<file path="src/rtl/keypad_scanner.sv">
// 4x4 hex keypad scanner: row scan, press/release debounce, single-key lockout.
// Optional auto-repeat while held is enabled by defining KEYPAD_REPEAT_EN.
`timescale 1ns/1ps
module keypad_scanner #(
   parameter int unsigned SCAN_DIV        = 2400,
   parameter int unsigned DEBOUNCE_CYCLES = 480000,
   parameter int unsigned REPEAT_CYCLES   = 24000000
) (
   input  logic       clk,
   input  logic       reset,
   input  logic [3:0] cols,
   output logic [3:0] rows,
   output logic [3:0] key,
   output logic       newNum,
   output logic       idle,
   output logic       pressed
);

   localparam int unsigned DW_W = $clog2(SCAN_DIV);
   localparam int unsigned DB_W = $clog2(DEBOUNCE_CYCLES);

   if (SCAN_DIV < 4 || DEBOUNCE_CYCLES < 2 || REPEAT_CYCLES < 2) begin : g_param_check
      $error("keypad_scanner: illegal parameter value");
   end

   typedef enum logic [1:0] {S_SCAN, S_DEBOUNCE, S_HELD, S_RELEASE} state_e;

   state_e          state_q, state_d;
   logic [DW_W-1:0] dwell_q, dwell_d;
   logic [DB_W-1:0] deb_q, deb_d;
   logic [1:0]      row_idx_q, row_idx_d;
   logic [1:0]      lock_row_q, lock_row_d;
   logic [1:0]      lock_col_q, lock_col_d;
   logic [3:0]      sync1_q, cols_s_q;
   logic [3:0]      rows_q, rows_d;
   logic [3:0]      key_q, key_d;
   logic            new_num_q, pulse_d;
   logic            idle_q, pressed_q;
   logic            one_hot;
   logic [1:0]      col_idx;
   logic            lock_hit;
`ifdef KEYPAD_REPEAT_EN
   localparam int unsigned RP_W = $clog2(REPEAT_CYCLES);
   logic [RP_W-1:0] rep_q, rep_d;
`endif

   function automatic logic [3:0] key_map(input logic [1:0] r, input logic [1:0] c);
      logic [3:0] k;
      case ({r, c})
         4'h0: k = 4'h1;  4'h1: k = 4'h2;  4'h2: k = 4'h3;  4'h3: k = 4'hA;
         4'h4: k = 4'h4;  4'h5: k = 4'h5;  4'h6: k = 4'h6;  4'h7: k = 4'hB;
         4'h8: k = 4'h7;  4'h9: k = 4'h8;  4'hA: k = 4'h9;  4'hB: k = 4'hC;
         4'hC: k = 4'hE;  4'hD: k = 4'h0;  4'hE: k = 4'hF;  default: k = 4'hD;
      endcase
      return k;
   endfunction

   // Single-column detect on the synchronized columns; multi-key presses are ignored
   always_comb begin
      one_hot = 1'b1;
      col_idx = 2'd0;
      case (cols_s_q)
         4'b0001: col_idx = 2'd0;
         4'b0010: col_idx = 2'd1;
         4'b0100: col_idx = 2'd2;
         4'b1000: col_idx = 2'd3;
         default: one_hot = 1'b0;
      endcase
   end

   assign lock_hit = cols_s_q[lock_col_q];

   always_comb begin
      state_d    = state_q;
      dwell_d    = dwell_q;
      deb_d      = deb_q;
      row_idx_d  = row_idx_q;
      lock_row_d = lock_row_q;
      lock_col_d = lock_col_q;
      key_d      = key_q;
      pulse_d    = 1'b0;
`ifdef KEYPAD_REPEAT_EN
      rep_d      = rep_q;
`endif
      case (state_q)
         S_SCAN: begin
            dwell_d = dwell_q + DW_W'(1);
            if (dwell_q == DW_W'(SCAN_DIV - 1)) begin
               dwell_d = '0;
               if (one_hot) begin
                  lock_row_d = row_idx_q;
                  lock_col_d = col_idx;
                  deb_d      = '0;
                  state_d    = S_DEBOUNCE;
               end else begin
                  row_idx_d = row_idx_q + 2'd1;
               end
            end
         end
         S_DEBOUNCE: begin
            if (!lock_hit) begin
               state_d   = S_SCAN;
               row_idx_d = lock_row_q + 2'd1;
            end else if (deb_q == DB_W'(DEBOUNCE_CYCLES - 1)) begin
               state_d = S_HELD;
               key_d   = key_map(lock_row_q, lock_col_q);
               pulse_d = 1'b1;
`ifdef KEYPAD_REPEAT_EN
               rep_d   = '0;
`endif
            end else begin
               deb_d = deb_q + DB_W'(1);
            end
         end
         S_HELD: begin
            if (!lock_hit) begin
               deb_d   = '0;
               state_d = S_RELEASE;
            end
`ifdef KEYPAD_REPEAT_EN
            else if (rep_q == RP_W'(REPEAT_CYCLES - 1)) begin
               rep_d   = '0;
               pulse_d = 1'b1;
            end else begin
               rep_d = rep_q + RP_W'(1);
            end
`endif
         end
         default: begin
            // Repeat counter intentionally frozen here so a release blip does not restart it
            if (lock_hit) begin
               state_d = S_HELD;
            end else if (deb_q == DB_W'(DEBOUNCE_CYCLES - 1)) begin
               state_d   = S_SCAN;
               row_idx_d = lock_row_q + 2'd1;
            end else begin
               deb_d = deb_q + DB_W'(1);
            end
         end
      endcase
      rows_d = 4'b0001 << ((state_d == S_SCAN) ? row_idx_d : lock_row_d);
   end

   always_ff @(posedge clk or negedge reset) begin
      if (!reset) begin
         state_q    <= S_SCAN;
         dwell_q    <= '0;
         deb_q      <= '0;
         row_idx_q  <= 2'd0;
         lock_row_q <= 2'd0;
         lock_col_q <= 2'd0;
         sync1_q    <= 4'b0;
         cols_s_q   <= 4'b0;
         rows_q     <= 4'b0001;
         key_q      <= 4'h0;
         new_num_q  <= 1'b0;
         idle_q     <= 1'b1;
         pressed_q  <= 1'b0;
`ifdef KEYPAD_REPEAT_EN
         rep_q      <= '0;
`endif
      end else begin
         state_q    <= state_d;
         dwell_q    <= dwell_d;
         deb_q      <= deb_d;
         row_idx_q  <= row_idx_d;
         lock_row_q <= lock_row_d;
         lock_col_q <= lock_col_d;
         sync1_q    <= cols;
         cols_s_q   <= sync1_q;
         rows_q     <= rows_d;
         key_q      <= key_d;
         new_num_q  <= pulse_d;
         idle_q     <= (state_d == S_SCAN);
         pressed_q  <= (state_d == S_HELD) || (state_d == S_RELEASE);
`ifdef KEYPAD_REPEAT_EN
         rep_q      <= rep_d;
`endif
      end
   end

   assign rows    = rows_q;
   assign key     = key_q;
   assign newNum  = new_num_q;
   assign idle    = idle_q;
   assign pressed = pressed_q;

endmodule

</file>
<file path="config.mk">
export PLATFORM = sky130hd
export DESIGN_NAME = keypad_scanner
export DESIGN_NICKNAME = d
export VERILOG_FILES = /design/src/rtl/keypad_scanner.sv
export SDC_FILE = /design/constraint.sdc
export NUM_CORES = 1
export LEC_CHECK = 0
export ABC_AREA = 1
export ABC_CLOCK_PERIOD_IN_PS = 2000
export BUFFER_PORTS_ARGS = -buffer_cell sky130_fd_sc_hd__buf_4
export CAP_MARGIN = 25
export CORE_MARGIN = 5
export CORE_UTILIZATION = 39
export DETAILED_ROUTE_END_ITERATION = 10
export GPL_TIMING_DRIVEN = 0
export PLACE_DENSITY = 0.64
export SLEW_MARGIN = 10
export SYNTH_ARGS = -nofsm -noshare
export SYNTH_HDL_FRONTEND = slang
export SYNTH_SLANG_ARGS = --single-unit
</file>
<file path="constraint.sdc">
create_clock -name clk -period 2 [get_ports clk]
set_clock_uncertainty 0.15 [all_clocks]
set_input_delay 0.1 -clock clk [delete_from_list [all_inputs] [get_ports clk]]
set_output_delay 0.1 -clock clk [all_outputs]
set_load 0.1 [all_outputs]
</file>
==> results.toml, run 1 <==
[cells_and_area]
final-seq-area_um2 = 1460
final_nets = 499
finish.utilization_pct = 52.5
multi_input_comb_area_um2 = 1760
fill_cells = 726
drive_gt1_share_pct = 26.7
antenna_cells = 0
fin_area_um2 = 4310
synthToLayoutAreaGrowth_pct = 31.7

[yosys]
syn_area_um2 = 3270
synth_top_family_by_area = "simple AND/OR/NAND/NOR gates"
syn_avg_cell_area_um2 = 7.72
synth-simple-area-share_pct = 32.3
ys_ff_latch = 58
yosysWarnings = 0
synth_xor_area_share_pct = 2.94
synth-edff-count = 0
ys_async_sr_fraction_pct = 100
yosysTopAreaCell = "dfrtp_1"
yosysMostFrequentCell = "nand2_1"
synth_compound_area_share_pct = 9.09
ys_seq_area_share_pct = 44.4
synth_common_cells = "98 x nand2_1, 56 x dfrtp_1, 51 x inv_1, 46 x nor2_1, 35 x nand3_1"
synthFlopType = "dfrtp_1"
synth_top_area_share_pct = 42.8
synthMuxAreaShare_pct = 0.611
syn_inst = 424
synthTopCellsByArea = "dfrtp_1 43%, nand2_1 11%, inv_1 5.8%"
syn_nets = 437
synth_cell_type_count = 39
synth_fa_ha_area_share_pct = 2.67

[clock_tree]
cts_sinks = 58
cts_tree = "done"
clk_pin_slew_ns = 0.07
insertion_delay_ns = 0.34
cts_buffers = 9
root_buffer = "clkbuf_8"
cts_buffer_depth = 2
htree_num_levels = 3

[floorplanning]
fp-row-count = 33
coreArea_um2 = 8220
initial_core_util_pct = 39.9
die_y_um = 102
die-area_um2 = 10300
num_io_pins = 17
die_x_um = 102

[sta]
hold_ws_ns = 0.202
fmax_mhz = 505
grt_setup_unrepaired = "yes"
setup_violations = 0
period_share_pct = 99.1
slew_viol_final = 0
hold_viol = 0
worst_slack_ns = 0.0187
min_period_ns = 1.98
maxSlewHeadroom_pct = 51.1
worst_pin_slew_ns = 0.733

[placed_design]
dp_hpwl_um = 5230
io_buffers = 16
dp_slack_ns = -0.326
place_congestion = 0.893
postPlaceCellArea_um2 = 3530

[worst_setup_path]
worstPathRequired_ns = 2.07
crit_fanout = 5
crit_buf_inv = 1
critPathArrivalTime_ns = 2.05
cp_slowest_cell = "dfrtp_1"
critPathLaunchType = "register"
crit_path_end_kind = "register"
cp_top_family = "simple AND/OR/NAND/NOR gates"
crit_chain = "ha_4 -> nand2_4 -> nor2_4 -> nand3_4 -> nand2_4 -> nand2_4 -> nor2_4 -> nand2_4 -> buf_8 -> nor2_4 -> xor2_1 -> nor2_1"
crit_top_cell = "nand2_4"
criticalPathCategory = "reg2reg"
cpPeakStageDelay_ns = 0.40

[route]
drtAntennaViolNets = 0
avgRoutedWirePerCell_um = 13.6
num_vias = 3049
drc = 0
viasPerCell = 5.12
drt_iter0_markers = 180
wirelength_um = 8130
drtPass1Iterations = 4

[power]
swShare_pct = 21.2
p_clk_share_pct = 51.7
p_per_area_nw_per_um2 = 602
ir_worst_vdd_uv = 419
p_sw_uw = 549
p_leak_uw = 0.00206
power.internal_uw = 2050
power_frac_seq_pct = 45.7
finalPower_uw = 2590
pwr-share-comb_pct = 2.6

[global_route]
grtUsageTotal_pct = 15.8
grt_pass1_vias = 2762
grt_pass1_wl_um = 13000
grt_antenna_before_repair = 0
grt_remaining_overflow = 0
grt_max_degree = 59

[worst_hold_path]
hold_class = "reg2reg"

[run]
drv_cap = 0

[outcome]
status = "finished clean"
[registers in the layout, indices dropped and copies added (netlist names)]
signal	cells
state_q	2
row_idx_q	2
newNum	1
key	4
deb_q	19
lock_col_q	2
rows	4
idle	1
pressed	1
lock_row_q	2
cols_s_q	4
sync1_q	4
dwell_q	12
[worst paths after layout]
| kind | cells past startpoint | endpoint | startpoint | slack [ns] |
|---|---|---|---|---|
| min in group asynchronous | 2 | sync1_q[3] | reset | 0.21 |
| hold reg to reg | 0 | cols_s_q[0] | sync1_q[0] | 0.20 |
| setup reg to reg | 12 | deb_q[3] | dwell_q[1] | 0.02 |
| setup / recovery | 12 | deb_q[3] | dwell_q[1] | 0.02 |
| hold / removal | 0 | cols_s_q[0] | sync1_q[0] | 0.20 |
| max in group asynchronous | 2 | deb_q[13] | reset | 0.96 |
[metrics by stage]
step | cells | setup TNS (ns)
after floorplan | 424 | 0
after global placement | 545 | -4.12
after detailed placement | 545 | -5.36
after CTS | 580 | 0
after global routing | 596 | -0.718
final | 596 | 0
[layer usage]
layer,global-route usage [%],wire (µm),vias up
met2,24.5,3880,75
met1,21.3,3690,1439
met4,5.93,167,0
met5,0,0,-
met3,4.13,389,18
li1,-,-,1517
[area by class of cell]
type / count / share of cell area [%]
plain buffers: 6 / 1.22
clock buffers: 13 / 4.15
flip-flops and latches: 58 / 33.9
multi-input cells: 300 / 40.7
well taps: 105 / 3.05
inverters: 60 / 5.40
clock inverters: 3 / 1.60
repair buffers: 51 / 9.98
[cells in the final DEF (no fill, tap or decap), types with 8 or more instances in the layout]
cell	n
a21oi_1	12
buf_4	44
clkbuf_8	13
dfrtp_1	51
inv_1	49
inv_2	9
nand2_1	90
nand2_4	8
nand3_1	29
nand4_1	12
nor2_1	41
nor3_1	17
o21ai_0	13
xor2_1	9
[timing repair]
action | CTS | global route
resized for setup | 13 | 48
pin swaps | 4 | 19
setup endpoints to repair | 30 | 27
hold buffers | 5 | 0
gates cloned | 0 | 2
setup buffers | 14 | 14
endpoints found under the hold margin | 60 | 0
[power groups by stage]
stage,Combinational [µW],Clock (µW),Sequential [µW]
finish,66.4,1340,1190
global route,77.3,1420,1190
CTS,60.6,1350,1190
detailed placement,51.9,0,1210
global placement,50.5,0,1210
floorplan,17.0,0,1210
[kinds of logic (layout without fill, tap and decap cells)]
family | Yosys count | in the layout
DFF | 58 | 58
adders and majority gates | 7 | 7
and+or+nand+nor | 230 | 230
xor gates and xnor gates | 11 | 11
buffers and inverters | 66 | 133
muxes | 2 | 2
AOI/OAI and AO/OA | 50 | 50
Power figures use the tool's default switching activity.
==> run 2, diff against run 1 <==
Settings changed: ABC_AREA 1 to not set.
==> results.toml, run 2 <==
[global_route]
grt_pass1_wl_um = 12000
grt_antenna_before_repair = 0
grt_max_degree = 59
grt_pass1_vias = 2496
grt_remaining_overflow = 0
grtUsageTotal_pct = 15.1

[clock_tree]
cts_sinks = 58
clk_pin_slew_ns = 0.07
cts_tree = "done"
cts_buffers = 9
insertion_delay_ns = 0.35
cts_buffer_depth = 2
root_buffer = "clkbuf_8"
htree_num_levels = 3

[yosys]
synth_common_cells = "56 x dfrtp_1, 27 x nand2_1, 17 x a21oi_1, 17 x nor2_1, 13 x nand3_1"
syn_area_um2 = 3120
yosysWarnings = 0
synthTopCellsByArea = "dfrtp_1 45%, nand2_1 3.2%, ha_1 2.8%"
synth_cell_type_count = 63
syn_avg_cell_area_um2 = 10.3
yosysMostFrequentCell = "dfrtp_1"
syn_nets = 315
ys_ff_latch = 58
synthFlopType = "dfrtp_1"
yosysTopAreaCell = "dfrtp_1"
synth_top_area_share_pct = 44.9
synth-edff-count = 0
ys_async_sr_fraction_pct = 100
syn_inst = 302
ys_seq_area_share_pct = 46.5

[cells_and_area]
final_cells = 486
final_nets = 392
final-seq-area_um2 = 1460
largest_reg_flops = 19
fill_cells = 631
top_regs = "deb_q (19), dwell_q (12)"
multi_input_comb_area_um2 = 1930
final_cell_mix = "51 x dfrtp_1, 50 x buf_4, 22 x nand2_1"
regMostFlops = "deb_q"
layout_commonest_cell = "dfrtp_1"
drive_gt1_share_pct = 45.1
synthToLayoutAreaGrowth_pct = 43.0
antenna_cells = 0
finish.utilization_pct = 57.5

[outcome]
violations = "negative setup slack"
status = "finished, violations left"

[power]
ir_worst_vdd_uv = 364
p_per_area_nw_per_um2 = 543
finalPower_uw = 2420
p_leak_uw = 0.00190

[floorplanning]
die-area_um2 = 9900
die_x_um = 99.5
die_y_um = 99.5
num_io_pins = 17
fp-row-count = 32
coreArea_um2 = 7770
initial_core_util_pct = 40.2

[sta]
setup_violations = 39
tns_ns = -19.66
fmax_mhz = 365
hold_ws_ns = 0.195
hold_viol = 0
slew_viol_final = 0
grt_setup_unrepaired = "yes"
period_share_pct = 137
worst_slack_ns = -0.738
min_period_ns = 2.74
worst_pin_slew_ns = 0.726
maxSlewHeadroom_pct = 51.6

[route]
drtAntennaViolNets = 0
drtPass1Iterations = 4
drc = 0
viasPerCell = 5.56
avgRoutedWirePerCell_um = 15.4
num_vias = 2704
drt_iter0_markers = 157
wirelength_um = 7480

[worst_setup_path]
critPathArrivalTime_ns = 2.87
worstPathRequired_ns = 2.14
crit_fanout = 6
timing.rr.end = "deb_q[7]"
reg2reg_slack_ns = -0.74
cpPeakStageDelay_ns = 0.60
reg2reg_depth = 7
criticalPathCategory = "reg2reg"
crit_path_end_kind = "register"
cp_top_family = "simple AND/OR/NAND/NOR gates"
crit_buf_inv = 1
critPathLaunchType = "register"
reg2reg_from = "dwell_q[9]"
cp_slowest_cell = "or4_4"
crit_chain = "or4b_4 -> or4_4 -> nor2_8 -> nor3_4 -> buf_6 -> or4_1 -> nand2_1"

[placed_design]
io_buffers = 16
place_congestion = 0.806
dp_hpwl_um = 4210
placed_cells = 420

[run]
drv_cap = 0

[worst_hold_path]
hold_class = "in2async"
run 2: worst register-to-register path, stage by stage (launching register included):
cell and delay, ns:
dfrtp_1 0.40, or4b_4 0.57, or4_4 0.60, nor2_8 0.21, nor3_4 0.08, buf_6 0.15
or4_1 0.41, nand2_1 0.09
run 2: where the power goes:
part | internal [µW] | total [µW] | switching, µW
sequential | 1180 | 1190 | 9.78
clock | 675 | 1170 | 492
combinational | 25.3 | 65.6 | 40.3
run 2: worst max path at each step:
stage | from | to | slack (ns) | cells past startpoint
5_1_grt | dwell_q[9] | deb_q[7] | -0.80 | 7
2_1_floorplan | dwell_q[5] | deb_q[18] | -0.69 | 7
4_1_cts | dwell_q[5] | rows[1] | -0.73 | 8
3_3_place_gp | dwell_q[0] | deb_q[18] | -0.81 | 7
6_report | dwell_q[9] | deb_q[7] | -0.74 | 7
3_5_place_dp | dwell_q[0] | deb_q[15] | -0.81 | 9
run 2: logic make-up after synthesis:
group,count (synthesis),synth area share [%]
adder cells (fa/ha/maj),7,2.80
XOR/XNOR,14,3.92
multiplexers,10,4.16
AO/OA/AOI/OAI,65,15.3
AND/OR/NAND/NOR,122,23.3
buffers and inverters,26,3.88
flip-flops,58,46.5
run 2: per-stage QoR:
stage                     area (µm²)  setup slack (ns)
after global placement          3440            -0.806
final                           4470            -0.738
after global routing            4470            -0.801
after floorplan                 3190            -0.695
after detailed placement        3440            -0.814
after CTS                       4100            -0.730
run 2: what timing repair did:
item | in CTS | in global routing
gates resized for setup | 46 | 61
hold buffers | 5 | 0
hold endpoints to repair | 60 | 0
endpoints found under the setup margin | 40 | 48
pin swaps | 24 | 32
buffers inserted | 25 | 22
gates cloned | 3 | 0
run 2: final cells by class:
type	instances	share of cell area, %
Buffer	9	1.60
Clock buffer	12	3.70
Clock inverter	4	1.09
Inverter	14	1.29
Multi-Input combinational cell	218	43.1
Sequential cell	58	32.7
Tap cell	102	2.86
Timing Repair Buffer	69	13.7
run 2: per-layer routing:
layer / track usage [%] / wire [µm] / vias up
met3: 3.86 / 354 / 12
li1: - / - / 1274
met4: 6.72 / 135 / 0
met5: 0 / 0 / -
met2: 23.8 / 3670 / 63
met1: 19.6 / 3320 / 1355
==> run 3, diff against run 2 <==
Settings changed: SKIP_CTS_REPAIR_TIMING set to 1.
==> results.toml, run 3 (synthesized netlist as in run 2, its figures left out) <==
[route]
highest_layer = "met4"
wl_met1_um = 3220
dr_wl_met3_um = 246
avgRoutedWirePerCell_um = 14.4
drc = 0
drtPass1Iterations = 4
viasPerCell = 5.38
drt_iter0_markers = 93
drtAntennaViolNets = 0
wirelength_um = 6880
num_vias = 2574
route.met2.wl_um = 3320

[cells_and_area]
multi_input_comb_area_um2 = 1780
largest_reg_flops = 19
top_regs = "deb_q (19), dwell_q (12)"
final_cells = 478
fill_cells = 683
regMostFlops = "deb_q"
drive_gt1_share_pct = 37.8
synthToLayoutAreaGrowth_pct = 35.1
final-seq-area_um2 = 1460
layout_commonest_cell = "dfrtp_1"
final_nets = 384
antenna_cells = 0
final_cell_mix = "52 x dfrtp_1, 45 x buf_4, 23 x nand2_1"
fin_area_um2 = 4220

[sta]
period_share_pct = 139
min_period_ns = 2.78
grt_setup_unrepaired = "yes"
worst_slack_ns = -0.780
setup_violations = 41
worst_pin_slew_ns = 0.730
maxSlewHeadroom_pct = 51.1
slew_viol_final = 0
hold_viol = 0
fmax_mhz = 360

[power]
pwr-share-comb_pct = 2.4
p_leak_uw = 0.00181
power_frac_seq_pct = 49.6
power.internal_uw = 1880
finalPower_uw = 2400
ir_worst_vdd_uv = 250
p_sw_uw = 522
p_per_area_nw_per_um2 = 569
swShare_pct = 21.8
p_clk_share_pct = 47.9

[floorplanning]
num_io_pins = 17
die-area_um2 = 9900
die_y_um = 99.5
die_x_um = 99.5
initial_core_util_pct = 40.2
coreArea_um2 = 7770
fp-row-count = 32

[clock_tree]
insertion_delay_ns = 0.34
cts_buffers = 9
root_buffer = "clkbuf_8"
cts_tree = "done"
cts_buffer_depth = 2
cts_sinks = 58
clk_pin_slew_ns = 0.07
htree_num_levels = 3

[worst_setup_path]
reg2reg_depth = 8
crit_chain = "buf_6 -> or4b_4 -> or4_4 -> or3_4 -> o311ai_4 -> o221a_4 -> inv_4 -> a31o_1"
critPathArrivalTime_ns = 2.85
criticalPathCategory = "reg2reg"
critPathLaunchType = "register"
cp_slowest_cell = "or4_4"
crit_fanout = 6
crit_path_end_kind = "register"
cpPeakStageDelay_ns = 0.54
worstPathRequired_ns = 2.07

[global_route]
grt_pass1_vias = 2299
grt_pass1_wl_um = 10600
grt_antenna_before_repair = 0
grtUsageTotal_pct = 13.4
grt_remaining_overflow = 0
grt_max_degree = 59

[placed_design]
place_congestion = 0.806
placed_cells = 420
dp_hpwl_um = 4210
postPlaceCellArea_um2 = 3440
io_buffers = 16

[run]
drv_cap = 0

[outcome]
violations = "negative setup slack"
status = "finished, violations left"

[worst_hold_path]
hold_class = "in2async"
-- run 3: changes by cell type in the layout (fill, tap and decap cells not counted), moves of 2 or more --
cell	change
a21oi_1	+3
nand3_1	+2
o31ai_1	+2
o21ai_2	-4
nor2_2	+4
nor2_4	-3
a21oi_2	-2
o21ai_0	+2
buf_4	-5
nor3_1	+2
-- run 3: cell type report --
| class | count | share of cell area, % |
|---|---|---|
| tap | 102 | 3.02 |
| clock inverter | 4 | 1.16 |
| buffer | 10 | 1.90 |
| inverter | 14 | 1.36 |
| sequential | 58 | 34.6 |
| timing repair buffer | 60 | 11.9 |
| multi-input combinational | 218 | 42.2 |
| clock buffer | 12 | 3.91 |
-- run 3: critical path, delay by kind of cell, from the launching register on --
| family | cells | cell delay (ns) |
|---|---|---|
| compound gates | 3 | 0.52 |
| simple gates | 3 | 1.43 |
| flops | 1 | 0.38 |
| buf+inv | 2 | 0.17 |
-- run 3: power by group through the flow --
| stage | Clock, µW | Combinational, µW | Sequential [µW] |
|---|---|---|---|
| floorplan | 0 | 20.3 | 1210 |
| global placement | 0 | 54.2 | 1210 |
| detailed placement | 0 | 55.2 | 1210 |
| CTS | 1180 | 55.4 | 1190 |
| global route | 1230 | 68.4 | 1190 |
| finish | 1150 | 58.6 | 1190 |
-- run 3: metrics by stage --
step	hold slack [ns]	setup TNS, ns	setup WS (ns)	util (%)
after floorplan	-0.346	-15.98	-0.695	-
after global placement	0.0600	-21.87	-0.806	44.3
after detailed placement	0.0603	-22.27	-0.814	44.3
after CTS	-0.311	-23.52	-0.858	47.1
after global routing	0.214	-23.33	-0.839	54.3
final	0.190	-20.52	-0.780	54.3
-- run 3: path summary, 6_finish.rpt --
kind,from,to,slack (ns)
hold reg to reg,sync1_q[2],cols_s_q[2],0.20
hold / removal,reset,deb_q[5],0.19
max in group asynchronous,reset,deb_q[10],0.97
min in group clk,sync1_q[2],cols_s_q[2],0.20
setup / recovery,dwell_q[5],rows[1],-0.78
setup reg to reg,dwell_q[5],rows[1],-0.78
-- run 3: layer usage --
layer | vias up | global-route usage [%]
li1 | 1256 | -
met1 | 1267 | 17.1
met2 | 42 | 21.3
met3 | 9 | 3.65
met4 | 0 | 5.99
met5 | - | 0
